### src/rtl/cmd_pkg.sv
// Shared types and constants for the UART command dispatcher.
// Holds the dispatcher state enum, default response bytes, frame lengths
// and the frame checksum helper.
package cmd_pkg;

    // Dispatcher states; GOT_DATA exists only when frames carry a checksum
`ifdef CMD_CHECKSUM_EN
    typedef enum logic [2:0] {
        S_IDLE,
        S_GOT_ID,
        S_GOT_ADDR,
        S_GOT_DATA,
        S_ACK
    } disp_state_t;
`else
    typedef enum logic [2:0] {
        S_IDLE,
        S_GOT_ID,
        S_GOT_ADDR,
        S_ACK
    } disp_state_t;
`endif

    localparam logic [7:0] ACK_BYTE_DEF = 8'h06;
    localparam logic [7:0] NAK_BYTE_DEF = 8'h15;

    localparam int unsigned FRAME_LEN_BASE = 3;
    localparam int unsigned FRAME_LEN_CHK  = 4;
`ifdef CMD_CHECKSUM_EN
    localparam int unsigned FRAME_LEN = FRAME_LEN_CHK;
`else
    localparam int unsigned FRAME_LEN = FRAME_LEN_BASE;
`endif

    // Checksum byte carried as the 4th frame byte
    function automatic logic [7:0] frame_chk(input logic [7:0] id,
                                             input logic [7:0] addr,
                                             input logic [7:0] data);
        return id ^ addr ^ data;
    endfunction

endpackage

### src/rtl/rx_byte_strobe.sv
// Turns the receiver's byte-valid level into a one-cycle byte event.
// Ports:
//   clk, reset   - clock, synchronous active-low reset
//   rx_ready     - receiver byte-valid level (may stay high many cycles)
//   rx_data      - received byte, valid while rx_ready is high
//   byte_valid_c - high for the single cycle in which rx_ready rises
//   byte_c       - received byte during byte_valid_c, zero otherwise
module rx_byte_strobe (
    input  logic       clk,
    input  logic       reset,
    input  logic       rx_ready,
    input  logic [7:0] rx_data,
    output logic       byte_valid_c,
    output logic [7:0] byte_c
);

    logic rx_ready_q;

    // Previous-cycle copy of rx_ready for rising-edge detection
    always_ff @(posedge clk) begin
        if (!reset) begin
            rx_ready_q <= 1'b0;
        end else begin
            rx_ready_q <= rx_ready;
        end
    end

    assign byte_valid_c = rx_ready & ~rx_ready_q;
    assign byte_c       = byte_valid_c ? rx_data : 8'h00;

endmodule

### src/rtl/uart_cmd_dispatcher.sv
// Frames the host UART byte stream into register-write commands
// ([id][addr][data], plus [id^addr^data] when CMD_CHECKSUM_EN is defined),
// pulses a one-hot write to the addressed module and answers with ACK/NAK.
// Ports:
//   clk, reset         - clock, synchronous active-low reset
//   Rx_ready, Rx_data  - receiver byte-valid level and byte
//   Tx_busy            - transmitter busy
//   Tx_start, Tx_data  - one-cycle transmit request and held response byte
//   wr_en              - one-cycle register write strobe
//   wr_sel             - one-hot target module, non-zero only with wr_en
//   wr_addr, wr_data   - register address/data of the last write (held)
//   busy               - dispatcher is not idle
//   overrun            - sticky: a byte arrived while a response was pending
module uart_cmd_dispatcher
    import cmd_pkg::*;
#(
    parameter int unsigned N_MOD       = 4,
    parameter logic [7:0]  ID_BASE     = 8'h10,
    parameter int unsigned TIMEOUT_CYC = 100000,
    parameter logic [7:0]  ACK_BYTE    = ACK_BYTE_DEF,
    parameter logic [7:0]  NAK_BYTE    = NAK_BYTE_DEF
) (
    input  logic             clk,
    input  logic             reset,
    input  logic             Rx_ready,
    input  logic [7:0]       Rx_data,
    input  logic             Tx_busy,
    output logic             Tx_start,
    output logic [7:0]       Tx_data,
    output logic             wr_en,
    output logic [N_MOD-1:0] wr_sel,
    output logic [7:0]       wr_addr,
    output logic [7:0]       wr_data,
    output logic             busy,
    output logic             overrun
);

    localparam int unsigned      CNT_W    = $clog2(TIMEOUT_CYC + 1);
    localparam logic [CNT_W-1:0] TMO_LAST = CNT_W'(TIMEOUT_CYC - 1);

    disp_state_t      state;
    logic             byte_valid_c;
    logic [7:0]       byte_c;
    logic [CNT_W-1:0] tmo_cnt;
    logic [N_MOD-1:0] sel_q;
    logic [7:0]       addr_q;
    logic [7:0]       id_off_c;
    logic             id_hit_c;
    logic             tmo_hit_c;
    logic             collecting_c;
    logic             nak_q;

`ifdef CMD_CHECKSUM_EN
    logic [7:0] id_q;
    logic [7:0] data_q;
`else
    assign nak_q = 1'b0;
`endif

    rx_byte_strobe u_rx_strobe (
        .clk          (clk),
        .reset        (reset),
        .rx_ready     (Rx_ready),
        .rx_data      (Rx_data),
        .byte_valid_c (byte_valid_c),
        .byte_c       (byte_c)
    );

    assign id_off_c     = byte_c - ID_BASE;
    assign id_hit_c     = (byte_c >= ID_BASE) && (32'(id_off_c) < N_MOD);
    assign tmo_hit_c    = (tmo_cnt == TMO_LAST);
    assign collecting_c = (state != S_IDLE) && (state != S_ACK);
    assign busy         = (state != S_IDLE);

    // Frame parser, write strobe, response and inter-byte timeout
    always_ff @(posedge clk) begin
        if (!reset) begin
            state    <= S_IDLE;
            tmo_cnt  <= '0;
            sel_q    <= '0;
            addr_q   <= 8'h00;
            Tx_start <= 1'b0;
            Tx_data  <= 8'h00;
            wr_en    <= 1'b0;
            wr_sel   <= '0;
            wr_addr  <= 8'h00;
            wr_data  <= 8'h00;
            overrun  <= 1'b0;
`ifdef CMD_CHECKSUM_EN
            id_q     <= 8'h00;
            data_q   <= 8'h00;
            nak_q    <= 1'b0;
`endif
        end else begin
            wr_en    <= 1'b0;
            wr_sel   <= '0;
            Tx_start <= 1'b0;

            // Counter only runs mid-frame; a byte beats a same-cycle expiry
            if (collecting_c && !byte_valid_c && !tmo_hit_c) begin
                tmo_cnt <= tmo_cnt + CNT_W'(1);
            end else begin
                tmo_cnt <= '0;
            end

            case (state)
                S_IDLE: begin
                    if (byte_valid_c && id_hit_c) begin
                        sel_q <= N_MOD'(1) << id_off_c;
`ifdef CMD_CHECKSUM_EN
                        id_q  <= byte_c;
`endif
                        state <= S_GOT_ID;
                    end
                end
                S_GOT_ID: begin
                    if (byte_valid_c) begin
                        addr_q <= byte_c;
                        state  <= S_GOT_ADDR;
                    end else if (tmo_hit_c) begin
                        state <= S_IDLE;
                    end
                end
                S_GOT_ADDR: begin
                    if (byte_valid_c) begin
`ifdef CMD_CHECKSUM_EN
                        data_q <= byte_c;
                        state  <= S_GOT_DATA;
`else
                        wr_en   <= 1'b1;
                        wr_sel  <= sel_q;
                        wr_addr <= addr_q;
                        wr_data <= byte_c;
                        state   <= S_ACK;
`endif
                    end else if (tmo_hit_c) begin
                        state <= S_IDLE;
                    end
                end
`ifdef CMD_CHECKSUM_EN
                S_GOT_DATA: begin
                    if (byte_valid_c) begin
                        if (byte_c == frame_chk(id_q, addr_q, data_q)) begin
                            wr_en   <= 1'b1;
                            wr_sel  <= sel_q;
                            wr_addr <= addr_q;
                            wr_data <= data_q;
                            nak_q   <= 1'b0;
                        end else begin
                            nak_q <= 1'b1;
                        end
                        state <= S_ACK;
                    end else if (tmo_hit_c) begin
                        state <= S_IDLE;
                    end
                end
`endif
                S_ACK: begin
                    // No timeout here: the response waits for the transmitter
                    if (byte_valid_c) begin
                        overrun <= 1'b1;
                    end
                    if (!Tx_busy) begin
                        Tx_start <= 1'b1;
                        Tx_data  <= nak_q ? NAK_BYTE : ACK_BYTE;
                        state    <= S_IDLE;
                    end
                end
                default: begin
                    state <= S_IDLE;
                end
            endcase
        end
    end

endmodule

### config.mk
export PLATFORM = sky130hd
export DESIGN_NAME = uart_cmd_dispatcher
export DESIGN_NICKNAME = d
export VERILOG_FILES = /design/src/rtl/cmd_pkg.sv /design/src/rtl/rx_byte_strobe.sv /design/src/rtl/uart_cmd_dispatcher.sv
export SDC_FILE = /design/constraint.sdc
export NUM_CORES = 1
export LEC_CHECK = 0
export ABC_AREA = 1
export BUFFER_PORTS_ARGS = -buffer_cell sky130_fd_sc_hd__buf_2
export CORE_MARGIN = 4
export CORE_UTILIZATION = 30
export CTS_CLUSTER_SIZE = 12
export DETAILED_ROUTE_END_ITERATION = 10
export SLEW_MARGIN = 10
export SYNTH_ARGS = -nofsm -noshare
export SYNTH_HDL_FRONTEND = slang
export SYNTH_SLANG_ARGS = --single-unit
### constraint.sdc
create_clock -name clk -period 1.48 [get_ports clk]
set_input_delay 0 -clock clk [delete_from_list [all_inputs] [get_ports clk]]
set_output_delay 0 -clock clk [all_outputs]
set_load 0.05 [all_outputs]
**Yosys cells after proc, flatten, opt, wreduce, memory -nomap -nowiden**

Index checks and enable logic that the tools add are counted.

- Register bits after elaboration: 57
- Bits of input ports: 12
- Output and inout port bits: 32
- Word-level logic and storage cells: 55

- Add/sub/neg operators: 2
- $lt $le $gt $ge: 2
- Eq/ne operators: 7
- Shifts and indexed selects: 1
- Multiplexer cells: 9
- Bitwise gates (word level): 3
- Reduce and logical (&&, ||, !) cells: 19

Operators by type and width:

| operator | number |
|---|---|
| 2-bit AND reduction | 9 |
| 17-bit by 1-bit adder with 17-bit output, second input constant | 1 |
| 17-bit equality test, second input constant | 1 |
| 3-bit 2-to-1 mux | 5 |
| 3-bit one-hot mux with 4 select lines | 1 |
| 8-bit by 5-bit >= comparator with 1-bit output, second input constant | 1 |
| 8-bit by 3-bit less-than comparator with 1-bit output, second input constant | 1 |
| 8-bit 2-to-1 mux | 1 |
| 1-bit by 8-bit left shift with 4-bit output, first input constant | 1 |
| 8-bit by 5-bit subtractor with 8-bit output, second input constant | 1 |
| 3-bit by 2-bit equality test with 1-bit output, second input constant | 2 |
| 1-bit logical AND | 5 |
| 2-bit inequality test, second input constant | 2 |
| 3-bit by 1-bit equality test with 1-bit output, second input constant | 1 |
| 3-bit zero test | 1 |
| 3-bit by 2-bit inequality test with 1-bit output, second input constant | 1 |
| 3-bit AND reduction | 1 |
| 3-bit nonzero test | 1 |
| 1-bit zero test | 2 |
| 1-bit 2-to-1 mux | 2 |
| 1-bit NOT | 2 |
| 1-bit AND | 1 |

**Logic depth before layout (Yosys ltp)**

- Word-level depth: 9
- Gate-level depth with buffers: 13

**Modules after synthesis**

Synthesis repeated with hierarchy kept, for this count alone.

- Cell total of the unflattened synthesis: 345
- Area, all modules: 2556.2 um^2

By module, submodules not included:

| module | instances | cells each | area each (um^2) | seq. area each (um^2) |
|---|---|---|---|---|
| uart_cmd_dispatcher | 1 | 323 | 2454.9 | 1121.1 |
| rx_byte_strobe | 1 | 22 | 101.3 | 20.0 |

**Worst setup path before layout**

No wires, ideal clock.

- Path type: register -> register
- From: reg u_rx_strobe.rx_ready_q
- To: reg sel_q[0]
- Setup time: 110 ps
- Arrival time: 1449 ps
- Setup slack: -79 ps
- Stages on the path, launching flop included: 12
- Path buffers: 0
- Cells stage by stage: dfxtp_1 -> inv_2 -> nand3_1 -> ha_1 -> nand3b_1 -> nand2_1 -> nor2_2 -> nand3_4 -> inv_2 -> nand2_1 -> inv_2 -> nor2_2

- Word-level cells in the longest chain between the ends: 8

Ends and longest elaborated chain:

| element | RTL line | text |
|---|---|---|
| start: declaration | rx_byte_strobe.sv:17 | `logic rx_ready_q;` |
| start signal: assignment | rx_byte_strobe.sv:24 | `rx_ready_q <= rx_ready;` |
| 1-bit NOT (*) | rx_byte_strobe.sv:28 | `assign byte_valid_c = rx_ready & ~rx_ready_q;` |
| 1-bit AND (*) | rx_byte_strobe.sv:28 |  |
| 8-bit 2-to-1 mux | rx_byte_strobe.sv:29 | `assign byte_c = byte_valid_c ? rx_data : 8'h00;` |
| 8-bit by 5-bit subtractor with 8-bit output | uart_cmd_dispatcher.sv:69 | `assign id_off_c = byte_c - ID_BASE;` |
| 8-bit by 3-bit less-than comparator with 1-bit output | uart_cmd_dispatcher.sv:70 | `assign id_hit_c = (byte_c >= ID_BASE) && (32'(id_off_c) < N_MOD);` |
| 1-bit logical AND | uart_cmd_dispatcher.sv:70 |  |
| 1-bit logical AND | uart_cmd_dispatcher.sv:108 | `if (byte_valid_c && id_hit_c) begin` |
| 2-bit AND reduction (no source line) | - |  |
| end signal: assignment | uart_cmd_dispatcher.sv:109 | `sel_q <= N_MOD'(1) << id_off_c;` |
| end: declaration | uart_cmd_dispatcher.sv:45 | `logic [N_MOD-1:0] sel_q;` |

Every way passes the cells marked *; elsewhere a longest branch is shown, timed or not.
A chain may end at the register's enable or synchronous reset.

**Worst setup path after layout**

- From: reg u_rx_strobe.rx_ready_q
- To: reg sel_q[0]

- Word-level cells in the longest chain between the ends: 8

Ends and longest elaborated chain:

| element | RTL line | text |
|---|---|---|
| 1-bit NOT (*) | rx_byte_strobe.sv:28 |  |
| 1-bit AND (*) | rx_byte_strobe.sv:28 |  |
| 8-bit 2-to-1 mux (*) | rx_byte_strobe.sv:29 |  |
| net byte_c[4] | uart_cmd_dispatcher.sv:43 | `logic [7:0] byte_c;` |
| 8-bit by 5-bit subtractor with 8-bit output | uart_cmd_dispatcher.sv:69 |  |
| 8-bit by 3-bit less-than comparator with 1-bit output | uart_cmd_dispatcher.sv:70 |  |
| 1-bit logical AND | uart_cmd_dispatcher.sv:70 |  |
| 1-bit logical AND | uart_cmd_dispatcher.sv:108 |  |
| 2-bit AND reduction (no source line) | - |  |

Mark *: on every way through the listed nets, which the timed path passes. The rest lies on a longest branch.

==> results.md <==
- Status: finished, violations left
- Failing checks: negative setup slack
- DR iter-0 viols: 69
- Seq/Total Area, Yosys: 44.2%
- Reg area: 1150 sq um
- Cell accounting for the most synthesized area: dfxtp_1
- Row count: 33
- Diodes inserted: 0
- PwrDens: 920 nW/um^2
- I/O pin cnt: 44
- TritonCTS Sinks: 57
- Hpwl dp: 4300 um
- Hold Crit Start: Rx_data[5]
- Initial core utilization: a little under a third
- GR Util met3: 4.43%
- Max Cap Viol: 0
- Worst endpoint required time: approximately 1.7 ns
- Yosys warning total: 0
- Gr usage total: 12.0%
- DRC viols: 0
- Pins over their slew limit: 0
- Routed WL: 5910 um
- Synthesized area: 2580 sq um
- Cells after synthesis: about 340
- Setup TNS: -0.0415 ns
- Synth top area cells: dfxtp_1 (44%), nand2_1 (7.8%), nor2_1 (7.7%), inv_1 (5.4%), nand3_1 (4.1%)
- CP Launch Point: u_rx_strobe.rx_ready_q
- Final Cell Area: 3390 sq um
- CTS H-tree depth: 3
- Worst Path Arrival: 1.73 ns
- R2R Setup Slk: -0.02 ns
- Post-synth top area share: 44.2%
- Vias in the first global route: 2253
- Nets: 428
- Final worst slack: -0.0210 ns
- Vias/cell: about 4.5
- Die Span Y: 101 um
- Layout Area Growth over Synthesis: 31.3%
- Clock-pin slew on the worst setup and hold paths: 0.07 ns
- Filler cells: ~820
- GR Layer Usage met2: between 20% and 30%
- Cell chosen for the clock root: clkbuf_8
- Die area: about 10000 sq um
- LEAKAGE: 1.46 nW
- Final Cycle Share: 101%
- CP max FO: 5
- Mean cell area of the mapped netlist: ~7.5 sq um
- Peak VDD IR: 0.000643 V
- Placer Congestion: 0.813
- Total CTS buffers: 9
- Most utilized layer in the global route result: met2
- Worst Setup Start Kind: register
- DP Area: around 3000 sq um
- Hold Crit Class: input port to register
- First-pass GRT wire length: 9770 um
- Multi-input gate area: about 1300 sq um
- Final setup violation count: 5
- Via count: 2353
- Unrepaired setup endpoints after global routing: yes
- Core area: 8300 sq um
- GR Util met1: 14.0%
- Synth Register Bits: 57
- Worst r2r dst: sel_q[0]
- Worst setup EP type: register
- Remaining Overflow, GRT: 0
- Clk Latency, worst-skew pair: 0.33 ns
- CTS tree: done
- Initial antenna violation count: 0
- Routed Antenna Nets: 0
- Input/output buffers: 37
- Max Clk Rate: 0.666 GHz
- Clock Skew: 0.00850 ns
- RR Startpoint: u_rx_strobe.rx_ready_q
- 1st-pass router iterations: 6
- Die X: 101 um
- Kind of critical path: register to register
- Pin count of the biggest net entering global routing: 25
- Final Hold Viols: 0
- Layout cells sized above 1: 33.2%
- Wirelength per Cell: roughly 11 um
- Worst setup endpoint: sel_q[0]
- Worst Reg-to-Reg Cells: 13
- Cell variety after synth: 36
- Min Tclk post-route: ~1.5 ns
- Clk buf depth: 2
==> repair_timing <==
| action | 4_1_cts | 5_1_grt |
|---|---|---|
| hold buffers | 8 | 0 |
| setup endpoints to repair | 7 | 26 |
| endpoints found under the hold margin | 15 | 0 |
| buffers inserted | 2 | 4 |
| pin swaps | 7 | 6 |
| gates resized for setup | 11 | 25 |
==> worst max-delay path, stage by stage, from the launching register on <==
cell,delay (ns)
dfxtp_4,0.35
inv_4,0.07
nand3_4,0.11
clkinv_4,0.09
ha_4,0.12
inv_2,0.02
nor2_1,0.07
nand2_1,0.07
nor2_2,0.14
nand3_4,0.13
inv_4,0.10
nand2_2,0.06
inv_2,0.05
nor2_2,0.03
==> per-stage QoR <==
stage | worst slack (ns) | total power [mW] | hold slack (ns) | instances | util [%]
after floorplan | 0.0293 | 1.80 | 0.0928 | 350 | -
after detailed placement | -0.0475 | 1.87 | 0.301 | 492 | 35.8
after global routing | -0.117 | 3.27 | 0.0222 | 521 | 40.9
after CTS | -0.0203 | 3.16 | 0.00338 | 517 | 39.5
after global placement | 0.0151 | 1.86 | 0.294 | 492 | 35.8
final | -0.0210 | 3.12 | 0.0294 | 521 | 40.9
==> layer usage <==
layer / share of wire [%] / routed length (um) / up-vias
met4: 0.95 / 56 / 0
met3: 5.4 / 319 / 8
li1: - / - / 1219
met5: 0 / 0 / -
met2: 49 / 2870 / 75
met1: 45 / 2660 / 1051
==> cell type report <==
class | count | area share, %
Clock buffer | 10 | 4.06
Clock inverter | 5 | 0.922
Inverter | 48 | 5.61
Multi-Input combinational cell | 229 | 38.5
Sequential cell | 57 | 33.9
Tap cell | 105 | 3.87
Timing Repair Buffer | 67 | 13.1
==> state kept, by name (all words and copies together), names as in the netlist <==
name	cells
addr_q	8
wr_addr	8
wr_sel	4
u_rx_strobe.rx_ready_q	1
wr_en	1
wr_data	8
tmo_cnt	17
Tx_data	1
Tx_start	1
state	3
overrun	1
sel_q	4
==> cells by family after synthesis <==
group | share of synthesized area (%)
simple gates | 31.7
fa+ha+maj | 1.94
other cells | 0.145
compound gates | 9.59
flops | 44.2
buf+inv | 11.0
xor+xnor | 1.36
==> worst min-delay path by stage <==
stage | to | slack, ns | cells after the start
detailed placement | wr_data[0] | 0.30 | 3
CTS | wr_data[4] | 0.003 | 3
global placement | Tx_start | 0.29 | 4
finish | wr_data[5] | 0.03 | 3
floorplan | u_rx_strobe.rx_ready_q | 0.09 | 2
global route | wr_data[5] | 0.02 | 3
==> power by group <==
| part | switching, mW | internal [mW] | total (mW) |
|---|---|---|---|
| logic | 0.206 | 0.110 | 0.316 |
| registers | 0.0110 | 1.55 | 1.56 |
| clock network | 0.602 | 0.637 | 1.24 |
==> layout by cell type (no fill, tap or decap), drive strengths merged <==
cell         Yosys  layout
or3              1       1
clkbuf           4      11
ha               4       4
or2              3       3
xor2             4       4
and3             1       1
nand2           59      59
a21oi           12      12
inv             47      48
clkinvlp         0       2
clkinv           1       3
nor3             9       9
nand4            8       8
dfxtp           57      57
nor2            64      64
dlygate4sd3      0       8
nand3           24      24
o21ai           24      24
conb             1       7
nor4             1       1
buf             12      58
a211oi           7       7
nand3b           1       1
==> synthesized netlist by cell type (all sizes together) <==
library cell / number
conb: 1
nand4: 8
a21oi: 12
nand3: 24
buf: 12
and3: 1
nor2: 64
nor3: 9
ha: 4
xor2: 4
nand3b: 1
or2: 3
nand2: 59
a211oi: 7
or3: 1
nor4: 1
inv: 47
dfxtp: 57
o21ai: 24
clkinv: 1
clkbuf: 4
No activity file was read; power rests on OpenSTA's default activity.
